[config.mk]
export PLATFORM = sky130hd
export DESIGN_NAME = mul_div_unit_flat
export DESIGN_NICKNAME = d
export VERILOG_FILES = /design/src/rtl/mul_div_unit_pkg.sv /design/src/rtl/mul_div_unit_if.sv /design/src/rtl/mul_div_unit_md_core_iter.sv /design/src/rtl/mul_div_unit.sv /design/src/flat_wrapper.sv
export SDC_FILE = /design/constraint.sdc
export NUM_CORES = 1
export LEC_CHECK = 0
export ABC_AREA = 1
export CORE_UTILIZATION = 40
export CTS_CLUSTER_DIAMETER = 30
export DETAILED_ROUTE_END_ITERATION = 10
export GPL_TIMING_DRIVEN = 1
export MAX_ROUTING_LAYER = met4
export PLACE_DENSITY = 0.7
export SLEW_MARGIN = 20
export SYNTH_ARGS = -nofsm -noshare
export SYNTH_HDL_FRONTEND = slang
export SYNTH_SLANG_ARGS = --single-unit
[constraint.sdc]
create_clock -name clock -period 2.95 [get_ports clock]
set_clock_uncertainty 0.1 [all_clocks]
set_input_delay 0.295 -clock clock [delete_from_list [all_inputs] [get_ports clock]]
set_output_delay 0.295 -clock clock [all_outputs]
set_load 0.005 [all_outputs]
[src/rtl/mul_div_unit_pkg.sv]
// Shared types and constants for the HI/LO multiply/divide unit.
// Contents: operand width, iteration counter width, op_sel encodings,
// engine state encodings and a two's-complement magnitude helper.
package mul_div_unit_pkg;

  localparam int DATA_W = 32;
  localparam int CNT_W  = 5;

  // Counter value on the final iteration cycle (DATA_W-1).
  localparam logic [CNT_W-1:0]    LAST_ITER = CNT_W'(DATA_W - 1);
  localparam logic [DATA_W-1:0]   ONE_W     = {{(DATA_W-1){1'b0}}, 1'b1};
  localparam logic [2*DATA_W-1:0] ONE_2W    = {{(2*DATA_W-1){1'b0}}, 1'b1};
  localparam logic [DATA_W-1:0]   ZERO_W    = {DATA_W{1'b0}};
  localparam logic [DATA_W-1:0]   ONES_W    = {DATA_W{1'b1}};

  typedef enum logic [1:0] {
    OP_MULT  = 2'b00,
    OP_MULTU = 2'b01,
    OP_DIV   = 2'b10,
    OP_DIVU  = 2'b11
  } opSel_e;

  typedef enum logic [1:0] {
    S_IDLE = 2'b00,
    S_MUL  = 2'b01,
    S_DIV  = 2'b10,
    S_DONE = 2'b11
  } mdState_e;

  // Absolute value for signed operands; 0x80000000 maps to itself, read as unsigned.
  function automatic logic [DATA_W-1:0] magnitude(input logic [DATA_W-1:0] v,
                                                  input logic isSigned);
    if (isSigned && v[DATA_W-1]) begin
      magnitude = (~v) + ONE_W;
    end else begin
      magnitude = v;
    end
  endfunction

endpackage

[src/rtl/mul_div_unit_if.sv]
// Request/response bundle between the execute stage and the multiply/divide unit.
// master: the core side (drives requests, observes busy/done/stall/HI/LO).
// slave : the multiply/divide unit.
interface mul_div_unit_if;
  import mul_div_unit_pkg::*;

  logic              op_start;
  logic [1:0]        op_sel;
  logic [DATA_W-1:0] SrcA;
  logic [DATA_W-1:0] SrcB;
  logic              mthi_we;
  logic              mtlo_we;
  logic              hilo_rd;
  logic              busy;
  logic              done;
  logic              stall;
  logic [DATA_W-1:0] HI;
  logic [DATA_W-1:0] LO;

  modport master (
    output op_start, op_sel, SrcA, SrcB, mthi_we, mtlo_we, hilo_rd,
    input  busy, done, stall, HI, LO
  );

  modport slave (
    input  op_start, op_sel, SrcA, SrcB, mthi_we, mtlo_we, hilo_rd,
    output busy, done, stall, HI, LO
  );

endinterface

[src/rtl/mul_div_unit_md_core_iter.sv]
// One combinational iteration of the multiply/divide engine.
// Ports: isDiv selects restore-divide step (1) or shift-add multiply step (0);
//        work is the 64-bit working register, operand the multiplicand/divisor;
//        workNext is the working register after this step.
// Multiply: work = {partial product upper, remaining multiplier bits}; add on LSB, shift right.
// Divide:   work = {partial remainder, remaining dividend bits / quotient bits}; shift left, restore.
module md_core_iter
  import mul_div_unit_pkg::*;
(
  input  logic                isDiv,
  input  logic [2*DATA_W-1:0] work,
  input  logic [DATA_W-1:0]   operand,
  output logic [2*DATA_W-1:0] workNext
);

  logic [DATA_W:0] addSum;
  logic [DATA_W:0] shifted;
  logic [DATA_W:0] diff;

  // Single shift-add or restoring step.
  always_comb begin
    addSum   = {1'b0, work[2*DATA_W-1:DATA_W]};
    // 33-bit partial remainder: current remainder with the next dividend bit shifted in.
    shifted  = work[2*DATA_W-1:DATA_W-1];
    diff     = shifted - {1'b0, operand};
    workNext = work;
    if (isDiv) begin
      if (shifted >= {1'b0, operand}) begin
        workNext = {diff[DATA_W-1:0], work[DATA_W-2:0], 1'b1};
      end else begin
        workNext = {shifted[DATA_W-1:0], work[DATA_W-2:0], 1'b0};
      end
    end else begin
      if (work[0]) begin
        addSum = {1'b0, work[2*DATA_W-1:DATA_W]} + {1'b0, operand};
      end else begin
        addSum = {1'b0, work[2*DATA_W-1:DATA_W]};
      end
      // Carry out of the add lands in the top bit as the product shifts right.
      workNext = {addSum, work[DATA_W-1:1]};
    end
  end

endmodule

[src/rtl/mul_div_unit.sv]
// Iterative HI/LO multiply/divide unit (MULT/MULTU/DIV/DIVU, MTHI/MTLO).
// Ports: clock, reset (synchronous, active-high); md (slave side of mul_div_unit_if):
//   op_start/op_sel/SrcA/SrcB launch an op, mthi_we/mtlo_we write HI/LO from SrcA,
//   hilo_rd flags an MFHI/MFLO; busy/done/stall report engine status; HI/LO registers.
// An op takes 32 iteration cycles plus one DONE cycle; HI/LO update on the edge leaving DONE.
module mul_div_unit
  import mul_div_unit_pkg::*;
(
  input logic           clock,
  input logic           reset,
  mul_div_unit_if.slave md
);

  mdState_e            state;
  mdState_e            stateNext;
  logic [CNT_W-1:0]    iterCnt;
  logic [2*DATA_W-1:0] work;
  logic [2*DATA_W-1:0] workNext;
  logic [DATA_W-1:0]   operandB;
  logic [DATA_W-1:0]   rawA;
  logic [DATA_W-1:0]   hiReg;
  logic [DATA_W-1:0]   loReg;
  logic                signA;
  logic                signB;
  logic                opIsDiv;
  logic                divByZero;
  logic [DATA_W-1:0]   hiResult;
  logic [DATA_W-1:0]   loResult;
  logic [2*DATA_W-1:0] product;
  logic [DATA_W-1:0]   quot;
  logic [DATA_W-1:0]   rem;
  logic                launchSigned;
  logic [DATA_W-1:0]   magA;
  logic [DATA_W-1:0]   magB;

  assign launchSigned = ~md.op_sel[0];
  assign magA         = magnitude(md.SrcA, launchSigned);
  assign magB         = magnitude(md.SrcB, launchSigned);

  md_core_iter uIter (
    .isDiv    (opIsDiv),
    .work     (work),
    .operand  (operandB),
    .workNext (workNext)
  );

  // Next-state decode for the engine FSM.
  always_comb begin
    stateNext = state;
    case (state)
      S_IDLE: begin
        if (md.op_start) begin
          stateNext = md.op_sel[1] ? S_DIV : S_MUL;
        end else begin
          stateNext = S_IDLE;
        end
      end
      S_MUL, S_DIV: begin
        if (iterCnt == LAST_ITER) begin
          stateNext = S_DONE;
        end else begin
          stateNext = state;
        end
      end
      S_DONE:  stateNext = S_IDLE;
      default: stateNext = S_IDLE;
    endcase
  end

  // Sign fixup of the finished product / quotient / remainder.
  always_comb begin
    product  = work;
    quot     = work[DATA_W-1:0];
    rem      = work[2*DATA_W-1:DATA_W];
    hiResult = hiReg;
    loResult = loReg;
    if (opIsDiv) begin
      if (divByZero) begin
        hiResult = rawA;
        loResult = ONES_W;
      end else begin
        // signA/signB are only set for signed ops, so unsigned results pass through.
        if (signA ^ signB) begin
          quot = (~work[DATA_W-1:0]) + ONE_W;
        end else begin
          quot = work[DATA_W-1:0];
        end
        if (signA) begin
          rem = (~work[2*DATA_W-1:DATA_W]) + ONE_W;
        end else begin
          rem = work[2*DATA_W-1:DATA_W];
        end
        hiResult = rem;
        loResult = quot;
      end
    end else begin
      if (signA ^ signB) begin
        product = (~work) + ONE_2W;
      end else begin
        product = work;
      end
      hiResult = product[2*DATA_W-1:DATA_W];
      loResult = product[DATA_W-1:0];
    end
  end

  // FSM state register.
  always_ff @(posedge clock) begin
    if (reset) begin
      state <= S_IDLE;
    end else begin
      state <= stateNext;
    end
  end

  // Operand capture, iteration engine and HI/LO architectural registers.
  always_ff @(posedge clock) begin
    if (reset) begin
      iterCnt   <= '0;
      work      <= '0;
      operandB  <= '0;
      rawA      <= '0;
      signA     <= 1'b0;
      signB     <= 1'b0;
      opIsDiv   <= 1'b0;
      divByZero <= 1'b0;
      hiReg     <= '0;
      loReg     <= '0;
    end else begin
      case (state)
        S_IDLE: begin
          if (md.op_start) begin
            // A launch wins over MTHI/MTLO issued in the same cycle.
            iterCnt   <= '0;
            rawA      <= md.SrcA;
            signA     <= launchSigned & md.SrcA[DATA_W-1];
            signB     <= launchSigned & md.SrcB[DATA_W-1];
            opIsDiv   <= md.op_sel[1];
            divByZero <= (md.SrcB == ZERO_W);
            if (md.op_sel[1]) begin
              work     <= {ZERO_W, magA};
              operandB <= magB;
            end else begin
              work     <= {ZERO_W, magB};
              operandB <= magA;
            end
          end else begin
            if (md.mthi_we) begin
              hiReg <= md.SrcA;
            end else begin
              hiReg <= hiReg;
            end
            if (md.mtlo_we) begin
              loReg <= md.SrcA;
            end else begin
              loReg <= loReg;
            end
          end
        end
        S_MUL, S_DIV: begin
          work    <= workNext;
          iterCnt <= iterCnt + {{(CNT_W-1){1'b0}}, 1'b1};
        end
        S_DONE: begin
          hiReg <= hiResult;
          loReg <= loResult;
        end
        default: begin
          hiReg <= hiReg;
        end
      endcase
    end
  end

  assign md.busy  = (state != S_IDLE);
  assign md.done  = (state == S_DONE);
  assign md.stall = md.busy & (md.hilo_rd | md.op_start | md.mthi_we | md.mtlo_we);
  assign md.HI    = hiReg;
  assign md.LO    = loReg;

endmodule

[src/flat_wrapper.sv]
// flat-port wrapper written by rule: the top's interface ports become plain ports
module mul_div_unit_flat import mul_div_unit_pkg::*;
  (clock, reset, md_op_start, md_op_sel, md_SrcA, md_SrcB, md_mthi_we, md_mtlo_we, md_hilo_rd, md_busy, md_done, md_stall, md_HI, md_LO);
  mul_div_unit_if md_i ();
  input logic clock;
  input logic reset;
  input wire logic [$bits(md_i.op_start)-1:0] md_op_start;
  input wire logic [$bits(md_i.op_sel)-1:0] md_op_sel;
  input wire logic [$bits(md_i.SrcA)-1:0] md_SrcA;
  input wire logic [$bits(md_i.SrcB)-1:0] md_SrcB;
  input wire logic [$bits(md_i.mthi_we)-1:0] md_mthi_we;
  input wire logic [$bits(md_i.mtlo_we)-1:0] md_mtlo_we;
  input wire logic [$bits(md_i.hilo_rd)-1:0] md_hilo_rd;
  output wire logic [$bits(md_i.busy)-1:0] md_busy;
  output wire logic [$bits(md_i.done)-1:0] md_done;
  output wire logic [$bits(md_i.stall)-1:0] md_stall;
  output wire logic [$bits(md_i.HI)-1:0] md_HI;
  output wire logic [$bits(md_i.LO)-1:0] md_LO;
  assign md_i.op_start = md_op_start;
  assign md_i.op_sel = md_op_sel;
  assign md_i.SrcA = md_SrcA;
  assign md_i.SrcB = md_SrcB;
  assign md_i.mthi_we = md_mthi_we;
  assign md_i.mtlo_we = md_mtlo_we;
  assign md_i.hilo_rd = md_hilo_rd;
  assign md_busy = md_i.busy;
  assign md_done = md_i.done;
  assign md_stall = md_i.stall;
  assign md_HI = md_i.HI;
  assign md_LO = md_i.LO;
  mul_div_unit u_core (.clock(clock), .reset(reset), .md(md_i));
endmodule
* Yosys cells after proc, flatten, opt, wreduce, memory -nomap -nowiden *
Cells that the tools add are included.

cells by class
  eq/ne operators = 9
  order comparisons = 1
  $add $sub $neg = 8
  multiplexer cells = 28
  bitwise operators = 13
  reduce and logical (&&, ||, !) cells = 12

operators with widths
  operator                 count
  $mux W32                 14
  $mux W64                 4
  $add A32 B1 Y32 const B  4
  $not A32 Y32             4
  $pmux W32 S2             2
  $pmux W64 S2             1
  $add A64 B1 Y64 const B  1
  $not A64 Y64             1
  $add A32 B32 Y33         1
  $ge A33 B32 Y1           1
  $mux W33                 1
  $logic_not A32 Y1        1
  $sub A32 B32 Y32         1
  $pmux W5 S2              1
  $ne A2 B2 Y1 const B     4
  $mux W2                  3
  $pmux W2 S3              1
  $reduce_and A3 Y1        2
  $reduce_bool A2 Y1       3
  $add A5 B1 Y5 const B    1
  $eq A5 B5 Y1 const B     1
  $mux W5                  1
  $eq A2 B2 Y1 const B     2
  $reduce_and A2 Y1        2
  other kinds (9)          14

storage, ports and cells
  logic and storage cells = 82
  flip-flop bits (word level) = 203

* Depth between registers and ports, before layout *
  depth after elaboration = 6
  gate-level depth with buffers = 18
  depth with buffers taken out = 17

* Cells and area by module *
From an unflattened synthesis, not the netlist that was laid out.

unflattened totals
  cells, all modules = 3668
  area, all modules = 20399.6 um^2

by module, submodules not included
  module        area each (um^2)  cells an instance  times used
  mul_div_unit  14032.2           2321               1
  md_core_iter  6367.4            1347               1

* Least setup slack after synthesis *
No wires, ideal clock.

  kind = register to register
  from = register u_core.work[0]
  to = register u_core.hiReg[28], in the netlist u_core.md.HI[28]
  required time = 2.780 ns
  path slack = 0.654 ns
  data arrival time = 2.126 ns
  cell stages (with the launch flop) = 17
  period minus slack after synthesis = 2.296 ns
  cell sequence = dfxtp_1 buf_6 clkinv_2 clkbuf_1 ha_1 nand3_1 nor2_2 inv_1 nor2_2 nand3_1 nand2_1 nand3_1 nand2_1 nand2_1 o21ai_0 nand2_1 a21oi_1

on the way
  word-level cells in the longest chain between the ends = 5

ends and longest elaborated chain
  element                   line                 text
  start: declaration        mul_div_unit.sv:17   logic [2*DATA_W-1:0] work;
  start signal: assignment  mul_div_unit.sv:141  work <= {ZERO_W, magA};
  start signal: assignment  mul_div_unit.sv:144  work <= {ZERO_W, magB};
  start signal: assignment  mul_div_unit.sv:161  work <= workNext;
  $not A64 Y64              mul_div_unit.sv:98   product = (~work) + ONE_2W;
  $add A64 B1 Y64           mul_div_unit.sv:98
  $mux W64                  mul_div_unit.sv:97   if (signA ^ signB) begin
  $mux W32                  mul_div_unit.sv:77   if (opIsDiv) begin
  $pmux W32 S2              mul_div_unit.sv:130  case (state)
  end signal: assignment    mul_div_unit.sv:149  hiReg <= md.SrcA;
  end signal: assignment    mul_div_unit.sv:151  hiReg <= hiReg;
  end signal: assignment    mul_div_unit.sv:165  hiReg <= hiResult;
  end: declaration          mul_div_unit.sv:21   logic [DATA_W-1:0] hiReg;

Every way passes these cells.
A chain may end at the register's enable or synchronous reset.

* Final worst setup path *
  from = register u_core.operandB[8]
  to = register u_core.work[0]

on the way
  word-level cells in the longest chain between the ends = 4

ends and longest elaborated chain
  element                   line                             text
  start: declaration        mul_div_unit.sv:19               logic [DATA_W-1:0] operandB;
  start signal: assignment  mul_div_unit.sv:142              operandB <= magB;
  start signal: assignment  mul_div_unit.sv:145              operandB <= magA;
  $ge A33 B32 Y1            mul_div_unit_md_core_iter.sv:28  if (shifted >= {1'b0, operand}) begin
  $mux W64                  mul_div_unit_md_core_iter.sv:28
  $mux W64                  mul_div_unit_md_core_iter.sv:27  if (isDiv) begin
  $pmux W64 S2              mul_div_unit.sv:130

Every way passes these cells.

==> results.sh <==
export IMPL_cts_setup_buffers=0
export IMPL_grt_overflow_total=0
export IMPL_final_instance_count_excl_fill=4591
export IMPL_crit_required_ps=3390
export IMPL_grt_max_degree=95
export IMPL_crit_chain="inv_1, ha_1, nand2_2, nor2_2, nand2_1, nor2_2, nand2_1, nand2_1, nor2_2, buf_4, nand3_4, nand2_1, buf_4, a21oi_1, o21a_1"
export IMPL_multi_input_area_sq_um=13400
export IMPL_numCtsBuffers=67
export IMPL_setup_violations=0
export IMPL_run_status="finished, final reports clean"
export IMPL_final_setup_tns_ps=0
export IMPL_rsz0062_at_grt="no"
export IMPL_r2r_end="u_core.work[0]"
export IMPL_cp_common_cell="nand2_1"
export IMPL_synth_area_leaders="dfxtp_1, nand2_1, inv_1"
export IMPL_avgSynthCellArea_sq_um=5.51
export IMPL_critPathLaunch="u_core.operandB[8]"
export IMPL_antenna_left=0
export IMPL_peakVddDrop_mv=1.17
export IMPL_dpl_hpwl_um=85000
export IMPL_crit_buf_inv=3
export IMPL_htree_levels=3
export IMPL_grt_pass1_vias=23600
export IMPL_slowest_stage="dfxtp_1"
export IMPL_place_gp_congestion=1.06
export IMPL_final_layout_size_suffix_gt1_share_pct=10.0
export IMPL_clkSlewWorstSetupHoldPaths_ps=50
export IMPL_clock_path_buffers=3
export IMPL_clock_root_buffer="clkbuf_16"
export IMPL_holdWs_ps=362
export IMPL_start_util_pct=40.6
export IMPL_crit_family="simple AND/OR/NAND/NOR gates"
export IMPL_yosys_warnings=0
export IMPL_die_y_um=225
export IMPL_placed_area_sq_um=23100
export IMPL_track_usage_pct=42.7
export IMPL_finish_instance_area_sq_um=25600
export IMPL_arrival_ps=3300
export IMPL_grt_antenna_before_repair=2
export IMPL_core_sq_um=49100
export IMPL_syn_inst=3616
export IMPL_area_growth_pct=28.5
export IMPL_die_area_sq_um=50700
export IMPL_hold_viol_final=0
export IMPL_synth_top_flop_cell="dfxtp_1"
export IMPL_worstHoldPathCells=2
export IMPL_drt_total_wl_um=106000
export IMPL_r2r_cells=15
export IMPL_netlist_area_sq_um=19900
export IMPL_power_density_nw_per_um2=1120
export IMPL_drv_cap=0
export IMPL_period_needed_ps=2860
export IMPL_cts_tree="built"
export IMPL_die_w_um=225
export IMPL_regArea_sq_um=4070
export IMPL_first_pass_iters=6
export IMPL_reg2reg_slack_ps=90
export IMPL_port_buffers=138
export IMPL_timing_final_crit_share_pct=96.9
export IMPL_mostFrequentLayoutCells="nand2_1, inv_1, nor2_1"
export IMPL_grt_pass1_wl_um=154000
export IMPL_worst_hold_path_type="register to register"
export IMPL_tightest_slew_ps=914
export IMPL_synth_edff_count=0
export IMPL_critPathMaxStageDelay_ps=470
export IMPL_ys_async_sr_fraction_pct=0
export IMPL_cts_sinks=203
export IMPL_yosysTopAreaCell="dfxtp_1"
export IMPL_timing_fmax_mhz=350
export IMPL_drt_vias_per_instance=5.61
export IMPL_path_class="register to register"
export IMPL_cp_max_fo=4
export IMPL_ys_ff_latch=203
export IMPL_layout_commonest_cell="nand2_1"
export IMPL_cts_resized=0
export IMPL_nets=4017
export IMPL_hold_end="u_core.rawA[0]"
export IMPL_drc=0
export IMPL_drt_iter0_markers=3555
export IMPL_holdBufCountCts=0
export IMPL_vias=25800
export IMPL_boundaryPins=139
export IMPL_drv_slew=0
export IMPL_synth_nets=3762
export IMPL_fillers=5336
export IMPL_cp_start_kind="register"
export IMPL_leakagePower_nw=12.7
export IMPL_placed_cells=4466
export IMPL_min_delay_start="u_core.rawA[0]"
export IMPL_max_slew_margin_pct=39.0
export IMPL_endpoint_kind="register"
export IMPL_seq_area_frac_synth_pct=20.4
export IMPL_yosysUniqueCellTypes=53
export IMPL_num_rows=81
export IMPL_synth_top_area_share_pct=20.4
export IMPL_r2r_start="u_core.operandB[8]"
export IMPL_clk_latency_ps=600
export IMPL_routedWlPerCell_um=23.2
[sequential cells by signal, indices dropped and copies added (netlist names)]
name,cells
u_core.iterCnt,5
u_core.state,2
u_core.signA,1
u_core.opIsDiv,1
u_core.rawA,32
u_core.md.LO,32
u_core.signB,1
u_core.operandB,32
u_core.work,64
u_core.md.HI,32
u_core.divByZero,1
[through the flow]
stage	power, mW	utilization (%)	worst slack (ps)
after floorplan	13.5	-	654
after global placement	20.3	47.2	76.5
after detailed placement	20.2	47.2	118
after CTS	28.0	52.2	203
after global routing	30.0	52.2	6.68
final	28.6	52.2	90.2
[worst reg2reg max path, cell delays in order (launching register included)]
cell	delay, ps
dfxtp_1	470
inv_1	190
ha_1	410
nand2_2	100
nor2_2	160
nand2_1	110
nor2_2	140
nand2_1	90
nand2_1	70
nor2_2	50
buf_4	140
nand3_4	100
nand2_1	100
buf_4	200
a21oi_1	230
o21a_1	140
[cell families after synthesis]
logic type      count (synthesis)  share of synthesized area (%)
buf+inv                       655                           12.7
compound gates                787                           21.0
xor+xnor                       69                           3.03
simple gates                 1828                           38.2
fa+ha+maj                      74                           4.72
flops                         203                           20.4
[final cells by class]
class | instances | area share, %
Clock inverter | 36 | 2.09
Clock buffer | 86 | 7.46
Sequential cell | 203 | 15.9
Timing Repair Buffer | 351 | 11.9
Multi-Input combinational cell | 2758 | 52.2
Inverter | 490 | 7.21
Antenna cell | 3 | 0.0293
Tap cell | 664 | 3.24
[how the worst max path moves through the flow]
stage | slack [ps] | end | cells after the start
after floorplan | 650 | u_core.md.HI[28] | 16
after global placement | 80 | u_core.operandB[18] | 12
after detailed placement | 120 | u_core.operandB[18] | 12
after CTS | 200 | u_core.work[0] | 16
after global routing | 7 | u_core.work[36] | 15
final | 90 | u_core.work[0] | 15
[report_power, final]
group,switching [mW],internal (mW)
logic,11.0,5.50
registers,0.888,3.48
clock network,2.23,5.51
[metal layers]
layer | part of all wire (%) | vias to the layer above | GRT usage, %
met2 | 42 | 1520 | 62.0
met5 | 0 | - | -
met4 | 6.0 | 0 | 21.6
li1 | - | 12200 | -
met3 | 10 | 292 | 9.11
met1 | 42 | 11700 | 55.5
[synthesized netlist by cell type (all sizes together), types with 3 or more instances]
master / instances
nand4: 48
o21bai: 9
xnor2: 14
nor4: 3
and2: 10
o21a: 4
nand3b: 19
nand3: 275
a21oi: 338
o21ai: 358
o211ai: 39
clkinv: 5
inv: 485
clkbuf: 122
a21o: 3
o221ai: 6
ha: 72
a22oi: 6
a31oi: 17
buf: 43
or2: 9
dfxtp: 203
nand2: 995
nor2: 432
xor2: 55
nor3: 34
Power figures use the tool's default switching activity.
